### config.mk
export PLATFORM = sky130hd
export DESIGN_NAME = hazard_stall_unit
export DESIGN_NICKNAME = d
export VERILOG_FILES = /design/src/rtl/hazard_stall_unit.sv
export SDC_FILE = /design/constraint.sdc
export NUM_CORES = 1
export LEC_CHECK = 0
export CELL_PAD_IN_SITES_DETAIL_PLACEMENT = 1
export CELL_PAD_IN_SITES_GLOBAL_PLACEMENT = 1
export CORE_UTILIZATION = 25
export CTS_CLUSTER_DIAMETER = 80
export DETAILED_ROUTE_END_ITERATION = 16
export PLACE_DENSITY_LB_ADDON = 0.08
export SETUP_SLACK_MARGIN = 0.5
export SYNTH_ARGS = -nofsm -noshare
export SYNTH_HDL_FRONTEND = slang
export SYNTH_SLANG_ARGS = --single-unit
### constraint.sdc
create_clock -name clk -period 6 [get_ports clk]
set_input_delay 1.8 -clock clk [delete_from_list [all_inputs] [get_ports clk]]
set_output_delay 1.8 -clock clk [all_outputs]
set_load 0.03 [all_outputs]
### src/rtl/hazard_stall_unit.sv
// Load-use / branch / HI-LO hazard detection with stall generation for a 5-stage pipeline.
// Optional stall cycle counter enabled by defining HAZARD_STALL_CNT_EN.
module hazard_stall_unit #(
   parameter int unsigned MDU_LAT = 4
) (
   input  logic       clk,
   input  logic       rst_n,
   input  logic [4:0] IDRegRs,
   input  logic [4:0] IDRegRt,
   input  logic       IDUsesRt,
   input  logic       IDBranch,
   input  logic       IDUsesHiLo,
   input  logic [4:0] EXRegDst,
   input  logic       EXMemRead,
   input  logic       mdu_start,
   output logic       PCWrite,
   output logic       IFIDWrite,
   output logic       IDEXFlush,
   output logic       mdu_busy
`ifdef HAZARD_STALL_CNT_EN
   ,
   output logic [15:0] stall_cnt
`endif
);

   localparam logic [3:0] LAT = 4'(MDU_LAT);

   typedef enum logic {RUN, BR_WAIT} state_t;

   state_t     r_state;
   state_t     w_state_nxt;
   logic [3:0] r_mdu_cnt;
   logic       w_match_rs;
   logic       w_match_rt;
   logic       w_load_use;
   logic       w_hilo_stall;
   logic       w_stall;

   assign w_match_rs   = (EXRegDst != 5'd0) && (EXRegDst == IDRegRs);
   assign w_match_rt   = (EXRegDst != 5'd0) && IDUsesRt && (EXRegDst == IDRegRt);
   assign w_load_use   = EXMemRead && (w_match_rs || w_match_rt);
   assign mdu_busy     = (r_mdu_cnt != 4'd0);
   assign w_hilo_stall = IDUsesHiLo && mdu_busy;

   // Gate with rst_n so input-driven causes cannot stall while reset is held.
   assign w_stall   = rst_n && (w_load_use || (r_state == BR_WAIT) || w_hilo_stall);
   assign PCWrite   = !w_stall;
   assign IFIDWrite = !w_stall;
   assign IDEXFlush = w_stall;

   always_comb begin
      w_state_nxt = r_state;
      case (r_state)
         RUN:     if (w_load_use && IDBranch) w_state_nxt = BR_WAIT;
         BR_WAIT: w_state_nxt = RUN;
         default: w_state_nxt = RUN;
      endcase
   end

   always_ff @(posedge clk or negedge rst_n) begin
      if (!rst_n) r_state <= RUN;
      else        r_state <= w_state_nxt;
   end

   // A start while busy restarts the full latency.
   always_ff @(posedge clk or negedge rst_n) begin
      if (!rst_n)                 r_mdu_cnt <= 4'd0;
      else if (mdu_start)         r_mdu_cnt <= LAT;
      else if (r_mdu_cnt != 4'd0) r_mdu_cnt <= r_mdu_cnt - 4'd1;
   end

`ifdef HAZARD_STALL_CNT_EN
   always_ff @(posedge clk or negedge rst_n) begin
      if (!rst_n)                                  stall_cnt <= 16'd0;
      else if (w_stall && stall_cnt != 16'hFFFF)   stall_cnt <= stall_cnt + 16'd1;
   end
`endif

endmodule
==> impl_metrics.env <==
export IMPL_cts_root_buf="clkbuf_4"
export IMPL_grt_max_degree=7
export IMPL_power_density_mw_per_mm2=271
export IMPL_ys_seq_area_share_pct=30.2
export IMPL_pin_count=26
export IMPL_report_final_setup_viol=0
export IMPL_first_pass_iters=3
export IMPL_cts_hold_buffers=0
export IMPL_tightest_slew_ns=0.315
export IMPL_outcome="finished clean"
export IMPL_first_global_vias=432
export IMPL_min_period_over_period_pct=89.7
export IMPL_netlist_instances=49
export IMPL_fp_dieArea_sq_mm=0.00182
export IMPL_whs_ns=0.439
export IMPL_hold_violations=0
export IMPL_synth_seq_cells=5
export IMPL_cts_resized=3
export IMPL_syn_nets=73
export IMPL_worstPathArrival_ns=3.58
export IMPL_grt_usage_pct=13.8
export IMPL_route_met3_wl_um=71
export IMPL_slowest_stage="or4_1"
export IMPL_gp_congestion=0.740
export IMPL_drtIter0Drc=2
export IMPL_yosys_warnings=0
export IMPL_grt_overflow_total=0
export IMPL_clock_sinks=5
export IMPL_finalPower_uw=186
export IMPL_port_buffers=25
export IMPL_final_setup_tns_ns=0
export IMPL_maxCapViolCount=0
export IMPL_drive_above_1_share_pct=7.89
export IMPL_num_rows=14
export IMPL_slew_headroom_pct=79.0
export IMPL_place_area_sq_um=673
export IMPL_ir_worst_vdd_mv=0.128
export IMPL_grt_pass1_wl_um=1770
export IMPL_dieHeight_um=42.7
export IMPL_cts_tree="done"
export IMPL_wl_met1_um=514
export IMPL_final_cell_area_sq_um=688
export IMPL_clock_latency_ns=0.24
export IMPL_synth_cell_types=22
export IMPL_fin_nets=101
export IMPL_die_x_um=42.7
export IMPL_min_path_type="register to register"
export IMPL_rsz0062_at_grt="no"
export IMPL_htree_levels=1
export IMPL_maxUsedRoutingLayer="met4"
export IMPL_slew_viol_final=0
export IMPL_max_freq_mhz=186
export IMPL_cts_buffers=3
export IMPL_crit_path_cell_trace="clkdlybuf4s50_1 > or4_1 > o21ai_2 > nor2_1 > a21o_1 > dlygate4sd2_1"
export IMPL_cp_max_fo=3
export IMPL_vias_per_cell=4.75
export IMPL_period_minus_slack_ns=5.38
export IMPL_slowest_delay_ns=0.58
export IMPL_initial_utilization_pct=27.2
export IMPL_post_route_drc_count=0
export IMPL_hpwl_um=950
export IMPL_syn_area_per_cell_sq_um=8.45
export IMPL_clock_skew_ns=0.00442
export IMPL_ant_nets=0
export IMPL_cts_setup_buffers=0
export IMPL_design_core_area_sq_mm=0.00152
export IMPL_vias=437
export IMPL_critical_path_required_ns=4.20
export IMPL_netlist_area_sq_um=414
export IMPL_cp_end_kind="output pin"
export IMPL_wire_per_inst_um=11.7
export IMPL_clk_path_buf_depth=2
export IMPL_wl_um=1080
export IMPL_route_met2_wl_um=467
export IMPL_p_leak_uw=0.000287
export IMPL_syn_to_final_growth_pct=66.2
export IMPL_start_kind="input port"
export IMPL_clkTransAtPathRegs_ns=0.05
export IMPL_critPathKind="input port to output pin"
export IMPL_antenna_found_initial=0
export IMPL_antennaDiodeCount=0
[stage by stage]
stage	cells	utilization [%]	worst slack (ns)
final	92	45.2	0.619
after global routing	92	45.2	0.559
after CTS	92	45.6	0.552
after detailed placement	88	44.2	0.275
after global placement	88	44.2	0.283
after floorplan	49	-	0.855
[worst max-delay path: cells and delay by family]
kind | cells | cell delay (ns)
buf+inv | 2 | 0.81
compound gates | 2 | 0.32
simple gates | 2 | 0.65
[placed cells by master, fill, tap and decap left out, types with 2 or more instances in the layout]
| cell type | synthesis | layout |
|---|---|---|
| a21oi_1 | 4 | 4 |
| inv_1 | 5 | 5 |
| clkbuf_4 | 0 | 3 |
| xnor2_1 | 11 | 11 |
| ha_1 | 2 | 2 |
| nand2_1 | 2 | 2 |
| nor2_1 | 5 | 5 |
| clkdlybuf4s50_1 | 0 | 22 |
| clkbuf_2 | 0 | 2 |
| dfrtp_1 | 5 | 5 |
[routing by layer]
layer  GRT usage [%]  vias to the layer above
met1            18.3                      197
met5               0                        -
met2            17.6                       17
li1                -                      221
met4            13.1                        0
met3            3.40                        2
[path summary, 6_finish.rpt]
kind / start / endpoint / slack [ns] / cells after the start
max reg2reg: r_mdu_cnt[0] / r_mdu_cnt[1] / 4.52 / 4
min reg2reg: r_state / r_state / 0.44 / 1
max in group asynchronous: rst_n / r_mdu_cnt[3] / 3.98 / 1
max: EXRegDst[1] / IDEXFlush / 0.62 / 6
min in group asynchronous: rst_n / r_mdu_cnt[1] / 1.80 / 1
min: r_state / r_state / 0.44 / 1
[synthesized netlist by cell type]
master	instances	area, sq um
o21ai_2	1	8.76
buf_4	1	7.51
nor4b_1	1	8.76
nand2_1	2	7.51
xnor2_1	11	96.3
inv_1	5	18.8
or3_1	1	6.26
nand4_1	1	6.26
or3b_1	1	8.76
o22ai_1	1	6.26
or4_1	1	7.51
dfrtp_1	5	125
nor2_1	5	18.8
a211oi_1	1	7.51
nor2b_1	1	6.26
nand3_1	1	5.00
ha_1	2	25.0
nor3_1	1	5.00
clkbuf_1	1	3.75
a21oi_1	4	20.0
o31ai_1	1	7.51
a21o_1	1	7.51
[state kept, by name, summed over array words and instances (netlist names)]
name,count
r_mdu_cnt,4
r_state,1
[cells by family after synthesis]
| logic type | after synthesis | share of synthesized area [%] |
|---|---|---|
| AOI/OAI and AO/OA | 9 | 13.9 |
| xor gates and xnor gates | 11 | 23.3 |
| adders and majority gates | 2 | 6.04 |
| buffers and inverters | 7 | 7.25 |
| DFF | 5 | 30.2 |
| and+or+nand+nor | 15 | 19.3 |
[area by class of cell]
cell class,instances,area (sq um)
Multi-Input combinational cell,37,259
Timing Repair Buffer,25,239
Inverter,5,18.8
Clock buffer,4,26.3
Sequential cell,5,125
Fill cell,189,836
Tap cell,16,20.0
[report_power, final]
part | internal [uW] | switching [uW]
clock network | 25.2 | 14.1
logic | 46.5 | 46.9
registers | 44.5 | 9.26
total | 116 | 70.2
(Power assumes the default switching activity.)
